### config.mk
export PLATFORM = sky130hd
export DESIGN_NAME = pmm_host_driver_flat
export DESIGN_NICKNAME = d
export VERILOG_FILES = /design/src/rtl/pmm_pkg.sv /design/src/rtl/pmm_host_driver_if.sv /design/src/rtl/pmm_cmd_fifo.sv /design/src/rtl/pmm_host_driver.sv /design/src/flat_wrapper.sv
export SDC_FILE = /design/constraint.sdc
export NUM_CORES = 1
export LEC_CHECK = 0
export CORE_MARGIN = 10
export CORE_UTILIZATION = 45
export CTS_CLUSTER_SIZE = 16
export DETAILED_ROUTE_END_ITERATION = 10
export PLACE_DENSITY = 0.65
export SYNTH_ARGS = -nofsm -noshare
export SYNTH_HDL_FRONTEND = slang
export SYNTH_SLANG_ARGS = --single-unit
### constraint.sdc
create_clock -name clk -period 6.04 [get_ports clk]
set_input_delay 0.604 -clock clk [delete_from_list [all_inputs] [get_ports clk]]
set_output_delay 0.604 -clock clk [all_outputs]
set_load 0.005 [all_outputs]
### src/rtl/pmm_pkg.sv
// Shared opcodes, PMM memory map indices, FSM states and the command record
// used by the PMM host driver and its command FIFO.
package pmm_pkg;

  localparam logic [1:0] OP_NOP   = 2'b00;
  localparam logic [1:0] OP_WRITE = 2'b01;
  localparam logic [1:0] OP_SIM   = 2'b10;
  localparam logic [1:0] OP_RST   = 2'b11;

  // Word indices inside the PMM; writes at or beyond MEM_WORDS are dropped by the PMM
  localparam int EPS_BEG   = 512;
  localparam int EPS_BLK   = 513;
  localparam int EPS_END   = 514;
  localparam int INIT      = 515;
  localparam int ACCEPT    = 516;
  localparam int MEM_WORDS = 517;

  typedef enum logic [1:0] {ST_IDLE, ST_REQ, ST_REL, ST_ERR} state_t;

  typedef struct packed {
    logic [1:0]  op;
    logic [13:0] addr;
    logic [63:0] data;
  } cmd_t;

endpackage

### src/rtl/pmm_host_driver_if.sv
// PMM command/data bus: the driver is the master, the PMM core is the slave.
interface pmm_host_driver_if;
  logic [63:0] INP_DATA;
  logic [15:0] INP_CONTROL;
  logic        DATA_VALID;
  logic        READY_STATUS;
  logic        ACCEPTED_STATUS;

  modport master (output INP_DATA, INP_CONTROL, DATA_VALID,
                  input  READY_STATUS, ACCEPTED_STATUS);
  modport slave  (input  INP_DATA, INP_CONTROL, DATA_VALID,
                  output READY_STATUS, ACCEPTED_STATUS);
endinterface

### src/rtl/pmm_cmd_fifo.sv
// Synchronous command FIFO with first-word fall-through read; pointers carry
// one extra wrap bit so full and empty are distinguishable.
module pmm_cmd_fifo
  import pmm_pkg::*;
#(
  parameter int CMD_DEPTH = 4
) (
  input  logic clk,
  input  logic rst,
  input  logic push,
  input  cmd_t wr_cmd,
  input  logic pop,
  output cmd_t rd_cmd,
  output logic full,
  output logic empty
);

  localparam int AW = $clog2(CMD_DEPTH);

  cmd_t           mem [CMD_DEPTH];
  logic [AW:0]    wr_ptr;
  logic [AW:0]    rd_ptr;

  assign empty  = (wr_ptr == rd_ptr);
  assign full   = (wr_ptr[AW] != rd_ptr[AW]) && (wr_ptr[AW-1:0] == rd_ptr[AW-1:0]);
  assign rd_cmd = mem[rd_ptr[AW-1:0]];

  always_ff @(posedge clk or posedge rst) begin
    if (rst) begin
      wr_ptr <= '0;
      rd_ptr <= '0;
    end else begin
      if (push && !full) wr_ptr <= wr_ptr + 1'b1;
      if (pop && !empty) rd_ptr <= rd_ptr + 1'b1;
    end
  end

  always_ff @(posedge clk) begin
    if (push && !full) mem[wr_ptr[AW-1:0]] <= wr_cmd;
  end

endmodule

### src/rtl/pmm_host_driver.sv
// Initiator for the PMM four-phase DATA_VALID/READY_STATUS handshake: queues
// upstream commands, issues them one at a time and reports simulate results.
module pmm_host_driver
  import pmm_pkg::*;
#(
  parameter int CMD_DEPTH = 4,
  parameter int POS_W     = 32,
  parameter int TIMEOUT   = 1024
) (
  input  logic              clk,
  input  logic              rst,
  input  logic              cmd_valid,
  output logic              cmd_ready,
  input  logic [1:0]        cmd_op,
  input  logic [13:0]       cmd_addr,
  input  logic [63:0]       cmd_data,
  pmm_host_driver_if.master bus,
  output logic              match_valid,
  output logic              match_hit,
  output logic [POS_W-1:0]  match_pos,
  output logic              busy,
  output logic              err_timeout,
  input  logic              err_clr
);

  localparam int TMO_W = $clog2(TIMEOUT + 1);

  state_t             state, state_nxt;
  cmd_t               head;
  logic               fifo_full, fifo_empty;
  logic               pop, load, hs_done, timeout_hit;
  logic [TMO_W-1:0]   tmo_cnt;
  logic [POS_W-1:0]   char_cnt;
  logic [63:0]        inp_data;
  logic [15:0]        inp_control;
  logic               data_valid;

  pmm_cmd_fifo #(.CMD_DEPTH(CMD_DEPTH)) u_fifo (
    .clk    (clk),
    .rst    (rst),
    .push   (cmd_valid),
    .wr_cmd ('{op: cmd_op, addr: cmd_addr, data: cmd_data}),
    .pop    (pop),
    .rd_cmd (head),
    .full   (fifo_full),
    .empty  (fifo_empty)
  );

  assign cmd_ready       = !fifo_full;
  assign busy            = (state != ST_IDLE) || !fifo_empty;
  assign bus.INP_DATA    = inp_data;
  assign bus.INP_CONTROL = inp_control;
  assign bus.DATA_VALID  = data_valid;

  always_ff @(posedge clk or posedge rst) begin
    if (rst) state <= ST_IDLE;
    else     state <= state_nxt;
  end

  always_comb begin
    state_nxt   = state;
    pop         = 1'b0;
    load        = 1'b0;
    hs_done     = 1'b0;
    timeout_hit = 1'b0;
    unique case (state)
      ST_IDLE: begin
        if (!fifo_empty) begin
          pop = 1'b1;
          if (head.op != OP_NOP) begin
            load      = 1'b1;
            state_nxt = ST_REQ;
          end
        end
      end
      ST_REQ: begin
        if (bus.READY_STATUS) begin
          hs_done   = 1'b1;
          state_nxt = ST_REL;
        end else if (tmo_cnt == TMO_W'(TIMEOUT - 1)) begin
          timeout_hit = 1'b1;
          state_nxt   = ST_ERR;
        end
      end
      ST_REL: begin
        if (!bus.READY_STATUS) begin
          state_nxt = ST_IDLE;
        end else if (tmo_cnt == TMO_W'(TIMEOUT - 1)) begin
          timeout_hit = 1'b1;
          state_nxt   = ST_ERR;
        end
      end
      ST_ERR: begin
        if (err_clr) state_nxt = ST_REL;
      end
      default: state_nxt = ST_IDLE;
    endcase
  end

  // Bus registers, match reporting, character counter and phase timeout
  always_ff @(posedge clk or posedge rst) begin
    if (rst) begin
      inp_data    <= '0;
      inp_control <= '0;
      data_valid  <= 1'b0;
      match_valid <= 1'b0;
      match_hit   <= 1'b0;
      match_pos   <= '0;
      char_cnt    <= '0;
      err_timeout <= 1'b0;
      tmo_cnt     <= '0;
    end else begin
      match_valid <= 1'b0;
      if (load) begin
        inp_data    <= head.data;
        inp_control <= {head.op, head.addr};
        data_valid  <= 1'b1;
      end
      if (hs_done) begin
        data_valid <= 1'b0;
        if (inp_control[15:14] == OP_SIM) begin
          match_valid <= 1'b1;
          match_hit   <= bus.ACCEPTED_STATUS;
          match_pos   <= char_cnt;
          char_cnt    <= char_cnt + POS_W'(1);
        end else if (inp_control[15:14] == OP_RST) begin
          char_cnt <= '0;
        end
      end
      if (err_clr) err_timeout <= 1'b0;
      if (timeout_hit) begin
        data_valid  <= 1'b0;
        err_timeout <= 1'b1;
      end
      if (state_nxt != state)                      tmo_cnt <= '0;
      else if (state == ST_REQ || state == ST_REL) tmo_cnt <= tmo_cnt + TMO_W'(1);
    end
  end

endmodule

### src/flat_wrapper.sv
// flat-port wrapper written by rule: the top's interface ports become plain ports
module pmm_host_driver_flat import pmm_pkg::*;
#(
  parameter int CMD_DEPTH = 4,
  parameter int POS_W     = 32,
  parameter int TIMEOUT   = 1024
)
  (clk, rst, cmd_valid, cmd_ready, cmd_op, cmd_addr, cmd_data, match_valid, match_hit, match_pos, busy, err_timeout, err_clr, bus_INP_DATA, bus_INP_CONTROL, bus_DATA_VALID, bus_READY_STATUS, bus_ACCEPTED_STATUS);
  pmm_host_driver_if bus_i ();
  input  logic clk;
  input  logic rst;
  input  logic cmd_valid;
  output logic cmd_ready;
  input  logic [1:0] cmd_op;
  input  logic [13:0] cmd_addr;
  input  logic [63:0] cmd_data;
  output logic match_valid;
  output logic match_hit;
  output logic [POS_W-1:0] match_pos;
  output logic busy;
  output logic err_timeout;
  input  logic err_clr;
  output wire logic [$bits(bus_i.INP_DATA)-1:0] bus_INP_DATA;
  output wire logic [$bits(bus_i.INP_CONTROL)-1:0] bus_INP_CONTROL;
  output wire logic [$bits(bus_i.DATA_VALID)-1:0] bus_DATA_VALID;
  input wire logic [$bits(bus_i.READY_STATUS)-1:0] bus_READY_STATUS;
  input wire logic [$bits(bus_i.ACCEPTED_STATUS)-1:0] bus_ACCEPTED_STATUS;
  assign bus_INP_DATA = bus_i.INP_DATA;
  assign bus_INP_CONTROL = bus_i.INP_CONTROL;
  assign bus_DATA_VALID = bus_i.DATA_VALID;
  assign bus_i.READY_STATUS = bus_READY_STATUS;
  assign bus_i.ACCEPTED_STATUS = bus_ACCEPTED_STATUS;
  pmm_host_driver #(.CMD_DEPTH(CMD_DEPTH), .POS_W(POS_W), .TIMEOUT(TIMEOUT)) u_core (.clk(clk), .rst(rst), .cmd_valid(cmd_valid), .cmd_ready(cmd_ready), .cmd_op(cmd_op), .cmd_addr(cmd_addr), .cmd_data(cmd_data), .bus(bus_i), .match_valid(match_valid), .match_hit(match_hit), .match_pos(match_pos), .busy(busy), .err_timeout(err_timeout), .err_clr(err_clr));
endmodule
**After elaboration in Yosys (flattened, before gate mapping)**

Memory sizes are Yosys's and may differ from the RTL's.
Cells that the tools add are included.

- Add/subtract/negate cells: 4
- Equality and inequality tests: 10
- Muxes and demuxes: 31
- Reductions and logical operators: 16

Operator list:

| cell | number |
|---|---|
| $mux W32 | 2 |
| $add A32 B1 Y32 const B | 1 |
| $mux W11 | 2 |
| $mux W1 | 19 |
| $mux W2 | 6 |
| $add A11 B1 Y11 const B | 1 |
| $eq A11 B10 Y1 const B | 1 |
| $reduce_bool A2 Y1 | 5 |
| $eq A2 B2 Y1 const B | 4 |
| $pmux W2 S4 | 1 |
| $add A3 B1 Y3 const B | 2 |
| $reduce_and A2 Y1 | 2 |
| $eq A3 B3 Y1 | 1 |
| $logic_and A1 B1 Y1 | 3 |
| $reduce_bool A3 Y1 | 1 |
| $eq A2 B1 Y1 const B | 1 |
| $eq A2 B2 Y1 | 1 |
| $logic_not A1 Y1 | 2 |
| $logic_not A2 Y1 | 1 |
| $logic_or A1 B1 Y1 | 2 |
| $ne A2 B2 Y1 | 1 |
| $pmux W1 S2 | 1 |
| $ne A1 B1 Y1 | 1 |

- Flip-flop bits (word level): 167
- RAM bits: 320
- Input port bits: 86
- Output and inout bits: 118
- Word-level logic and storage cells: 74
- Memories: 1

Memories:

| memory | words | width | rd ports | clocked after memory_dff | write ports | line | source |
|---|---|---|---|---|---|---|---|
| u_core.u_fifo.mem | 4 | 80 | 1 | 0 | 1 | pmm_cmd_fifo.sv:20 | `cmd_t mem [CMD_DEPTH];` |

**Depth between registers and ports, before layout**

An unclocked memory read counts as a cell.

- Depth after elaboration: 8
- Gate-level depth with buffers: 9
- Gate-level depth less buffers: 7

**Modules after synthesis**

A second synthesis with hierarchy kept.

- Cell total of the unflattened synthesis: 1045
- Area, all modules: 18741.7 sq um

By module, submodules not included:

| module | instances | cells an instance | area an instance (sq um) | sequential area each (sq um) |
|---|---|---|---|---|
| pmm_cmd_fifo | 1 | 467 | 12052.8 | 9759.4 |
| pmm_host_driver | 1 | 578 | 6688.9 | 4028.9 |

**Least setup slack after synthesis**

No wires, ideal clock.

- Path kind: register to register
- Start point: register u_core.u_fifo.wr_ptr[0]
- End point: memory u_core.u_fifo.mem[3][0] (netlist bit) (enable)
- Library setup time: 0.449 ns
- Arrival: 2.822 ns
- Data required time: 5.591 ns
- Path slack: 2.769 ns
- Stages on the path, launching flop included: 4
- Path buffers: 0
- Clock period less this slack: 3.271 ns
- Cell sequence: dfrtp_1 > xor2_1 > o31a_1 > and2_1

- Word-level cells in the longest chain between the ends: 6

RTL lines:

| item | line | source |
|---|---|---|
| start: declaration | pmm_cmd_fifo.sv:21 | `logic [AW:0] wr_ptr;` |
| start signal: assignment | pmm_cmd_fifo.sv:33 | `if (push && !full) wr_ptr <= wr_ptr + 1'b1;` |
| $eq A2 B2 Y1 | pmm_cmd_fifo.sv:25 | `assign full = (wr_ptr[AW] != rd_ptr[AW]) && (wr_ptr[AW-1:0] == rd_ptr[AW-1:0]);` |
| $logic_and A1 B1 Y1 | pmm_cmd_fifo.sv:25 |  |
| $logic_not A1 Y1 | pmm_cmd_fifo.sv:39 | `if (push && !full) mem[wr_ptr[AW-1:0]] <= wr_cmd;` |
| $logic_and A1 B1 Y1 | pmm_cmd_fifo.sv:39 |  |
| $mux W1 | pmm_cmd_fifo.sv:39 |  |
| $mux W1 (implied by the code) | pmm_cmd_fifo.sv:39 |  |
| end: declaration | pmm_cmd_fifo.sv:20 |  |

Several ways; a longest one is shown, not always the timed one.

**Worst setup path after layout**

- Start point: register u_core.u_fifo.rd_ptr[0]
- End point: register u_core.inp_control[5] (netlist: u_core.bus.INP_CONTROL[5])

- Word-level cells in the longest chain between the ends: 5
- Elaborated cells between the ends (all ways): 6
- Classes of those cells: eq/ne: 1; mux: 3; reduce/logical: 1; memory: 1

RTL lines:

| item | line | source |
|---|---|---|
| start: declaration | pmm_cmd_fifo.sv:22 | `logic [AW:0] rd_ptr;` |
| start signal: assignment | pmm_cmd_fifo.sv:34 | `if (pop && !empty) rd_ptr <= rd_ptr + 1'b1;` |
| $mem_v2 Z4 W80 | - |  |
| $reduce_bool A2 Y1 | pmm_host_driver.sv:70 | `if (head.op != OP_NOP) begin` |
| $mux W1 | pmm_host_driver.sv:70 |  |
| $mux W1 | pmm_host_driver.sv:68 | `if (!fifo_empty) begin` |
| $mux W1 | pmm_host_driver.sv:66 | `unique case (state)` |
| end signal: assignment | pmm_host_driver.sv:116 | `inp_control <= {head.op, head.addr};` |
| end: declaration | pmm_host_driver.sv:35 | `logic [15:0] inp_control;` |

Several ways; a longest one is shown, not always the timed one.
A chain may end at the register's enable or synchronous reset.

==> flow_summary.json <==
{
  "cts.clk_slew.worst_paths_ns": 0.06,
  "cp-start-kind": "flop",
  "fin_skew_ns": 0.0209,
  "syn_to_final_growth_pct": 23.4,
  "synth-seq-area-share": 0.734,
  "cp.required_ns": 6.49,
  "netlist_instances": 1051,
  "nFillCells": 3176,
  "tritoncts": "built",
  "start_util": 0.458,
  "drt_wl_total_microns": 39500,
  "worstSetupEndpoint": "u_core.bus.INP_CONTROL[5]",
  "drv_cap": 0,
  "async_flop_share": 0.343,
  "synth_top_family_by_area": "multiplexers",
  "drive_gt1_frac": 0.201,
  "stdcell_count": 1844,
  "place_hpwl_microns": 24500,
  "syn_nets": 1149,
  "grt_pass1_vias": 10400,
  "drt_iter0_drc": 711,
  "die_x_microns": 224,
  "hold_path_class": "reg -> reg",
  "tns_ns": 0,
  "endpoint_kind": "flop",
  "cts_made_buffers": 50,
  "rsz0062_at_grt": "no",
  "rr_endpoint": "u_core.bus.INP_CONTROL[5]",
  "final-max-slew-violation-count": 0,
  "drc": 0,
  "wire_per_inst_microns": 21.4,
  "synth-simple-area-share": 0.0569,
  "synth_edf_count": 320,
  "die-area_sq_um": 50300,
  "top_usage_layer": "met2",
  "rows": 74,
  "vias_per_cell": 5.38,
  "cts_resized": 0,
  "ys_ff_latch": 487,
  "vdd_drop_max_uv": 380,
  "max_freq_mhz": 285,
  "drtPass1Iterations": 5,
  "synth_xor_area_frac": 0.0117,
  "syn_area_sq_um": 18800,
  "crit_path_start": "u_core.u_fifo.rd_ptr[0]",
  "leakage_uw": 0.00839,
  "worstReg2RegStart": "u_core.u_fifo.rd_ptr[0]",
  "htreeDepth": 2,
  "grt_max_degree": 70,
  "p_sw_uw": 3230,
  "vias": 9912,
  "p_seq_frac": 0.427,
  "synthTopCellsByArea": "edfxtp_1 51%, dfrtp_1 22%, mux4_2 9.6%",
  "gp_congestion": 0.773,
  "reg2reg_depth": 5,
  "nets": 1364,
  "cts_sinks": 487,
  "met3_usage": 0.0493,
  "root_buffer": "clkbuf_16",
  "avgSynthCellArea_sq_um": 17.9,
  "swShare": 0.277,
  "rrSetupSlack_ns": 2.53,
  "grt_pass1_wl_microns": 62000,
  "critPathMaxStageDelay_ns": 0.99,
  "grt_overflow_total": 0,
  "p_int_uw": 8410,
  "multi_input_area_sq_um": 4730,
  "finalWorstPathRequiredPeriod_ns": 3.51,
  "synthDistinctLibCells": 44,
  "worstMarginPinSlew_ns": 1.04,
  "io_pins": 204,
  "synthMuxAreaShare": 0.147,
  "grt_antenna_before_repair": 11,
  "slowest_stage": "dfrtp_4",
  "timing.final.crit_share": 0.580,
  "core_sq_um": 41000,
  "synth-adder-area-share": 0.00799,
  "setup_viol": 0,
  "synth_ff_type": "edfxtp_1",
  "cts_hold_buf": 0,
  "ant_nets": 0,
  "pwr-share-clk": 0.281,
  "die_height_microns": 224,
  "clockBufferDepth": 3,
  "synth_area_leader_cell": "edfxtp_1",
  "power.density_nw_per_um2": 502,
  "crit_chain": "xor2_1 > o31a_1 > o21a_4 > buf_4 > mux2_2",
  "yosysWarnings": 0,
  "regArea_sq_um": 13800,
  "insertion_delay_ns": 0.59,
  "io_buffers": 203,
  "met1_usage": 0.203,
  "cts_setup_buffers": 0,
  "cp_max_fo": 52,
  "synth_compound_area_frac": 0.0278,
  "grtUsageMet2": 0.256,
  "critPathKind": "reg -> reg",
  "yosysTopAreaCellShare": 0.512,
  "finalHoldViolCount": 0,
  "crit_arrival_ns": 3.96,
  "placed_cells": 1746,
  "grt_use_total": 0.158,
  "pwr-share-comb": 0.292,
  "maxSlewHeadroom": 0.304,
  "outcome": "complete, no violations"
}
==> kinds of logic after synthesis <==
logic type               Yosys count
multiplexers                     162
AND/OR/NAND/NOR                  218
buffers and inverters             65
flip-flops                       487
adder cells (fa/ha/maj)           12
AO/OA/AOI/OAI                     82
XOR/XNOR                          25
==> how the worst min path moves through the flow <==
| stage | from | endpoint | slack [ns] | depth (start not counted) |
|---|---|---|---|---|
| 2_1_floorplan | u_core.char_cnt[31] | u_core.match_pos[31] | 0.45 | 2 |
| 3_3_place_gp | u_core.match_hit | u_core.match_hit | 0.46 | 2 |
| 3_5_place_dp | u_core.match_pos[23] | u_core.match_pos[23] | 0.46 | 2 |
| 4_1_cts | u_core.match_pos[23] | u_core.match_pos[23] | 0.48 | 2 |
| 5_1_grt | u_core.match_pos[9] | u_core.match_pos[9] | 0.51 | 2 |
| 6_report | u_core.match_pos[23] | u_core.match_pos[23] | 0.47 | 2 |
==> worst max-delay path: cells and delay by family, from the launching register on <==
kind                      cells  cell delay, ns
buffers and inverters         1            0.54
DFF                           1            0.99
muxes                         1            0.39
AOI/OAI and AO/OA             2            1.13
xor gates and xnor gates      1            0.29
==> cell usage after synthesis (all sizes together) (3+ instances only) <==
library cell / count
edfxtp: 320
dfrtp: 167
nand2: 117
mux2: 80
mux4: 80
clkbuf: 36
a21oi: 26
o21ai: 18
nand3: 17
or4: 17
nand4: 16
buf: 15
o31ai: 15
inv: 14
xnor2: 13
a211oi: 12
ha: 12
xor2: 12
nor2: 11
and2: 7
or3: 7
and3: 6
and4: 6
nor3: 3
==> final cells by class <==
class | instances | share of cell area
clock buffers | 75 | 0.0664
repair buffers | 214 | 0.0912
inverters | 14 | 0.00248
well taps | 532 | 0.0287
multi-input cells | 499 | 0.204
clock inverters | 19 | 0.0113
flip-flops and latches | 487 | 0.595
diodes | 4 | 0.000432
==> cells in the final DEF (no fill, tap or decap), types with 7 or more instances in the layout <==
cell type and instances:
mux2_4 9, clkbuf_1 10, inv_1 13, clkinv_2 7
mux2_2 71, mux4_2 80, ha_1 12, a21oi_1 26
o31ai_1 15, clkdlybuf4s50_1 203, clkbuf_16 54, edfxtp_1 320
or3_1 7, nor2_1 11, xnor2_1 13, nand2_1 117
a211oi_1 12, clkbuf_8 11, nand4_1 15, buf_4 11
dfrtp_1 165, xor2_1 12, o21ai_0 18, nand3_1 17
or4_1 17
==> stage by stage <==
| step | hold WS, ns | power [uW] | setup WS (ns) | utilization | cell area [sq um] |
|---|---|---|---|---|---|
| 5_1_grt | 0.505 | 12300 | 2.22 | 0.565 | 23200 |
| 2_1_floorplan | 0.453 | 7130 | 0.918 | - | 18800 |
| 3_5_place_dp | 0.463 | 8540 | 2.43 | 0.521 | 21400 |
| 4_1_cts | 0.478 | 11800 | 2.43 | 0.565 | 23200 |
| 6_report | 0.471 | 11600 | 2.53 | 0.565 | 23200 |
| 3_3_place_gp | 0.456 | 8460 | 2.49 | 0.521 | 21400 |
==> power by group through the flow <==
stage          Combinational, uW  Clock [uW]  Sequential, uW
3_3_place_gp                3430           0            5030
6_report                    3400        3280            4970
2_1_floorplan               2290           0            4840
5_1_grt                     3700        3490            5080
3_5_place_dp                3480           0            5050
4_1_cts                     3490        3350            5000
==> layer usage <==
layer | part of all wire | vias up
met4 | 0.018 | 12
met5 | 0.0020 | -
met1 | 0.42 | 5070
li1 | - | 4514
met3 | 0.075 | 63
met2 | 0.48 | 253
==> state kept, by name, summed over array words and instances, names as in the netlist <==
signal	count
u_core.bus.INP_CONTROL	16
u_core.state	2
u_core.match_pos	32
u_core.err_timeout	1
u_core.bus.INP_DATA	64
u_core.tmo_cnt	11
u_core.u_fifo.wr_ptr	3
u_core.bus.DATA_VALID	1
u_core.u_fifo.mem	320
u_core.char_cnt	32
u_core.match_valid	1
u_core.u_fifo.rd_ptr	3
u_core.match_hit	1
(Power assumes the default switching activity.)
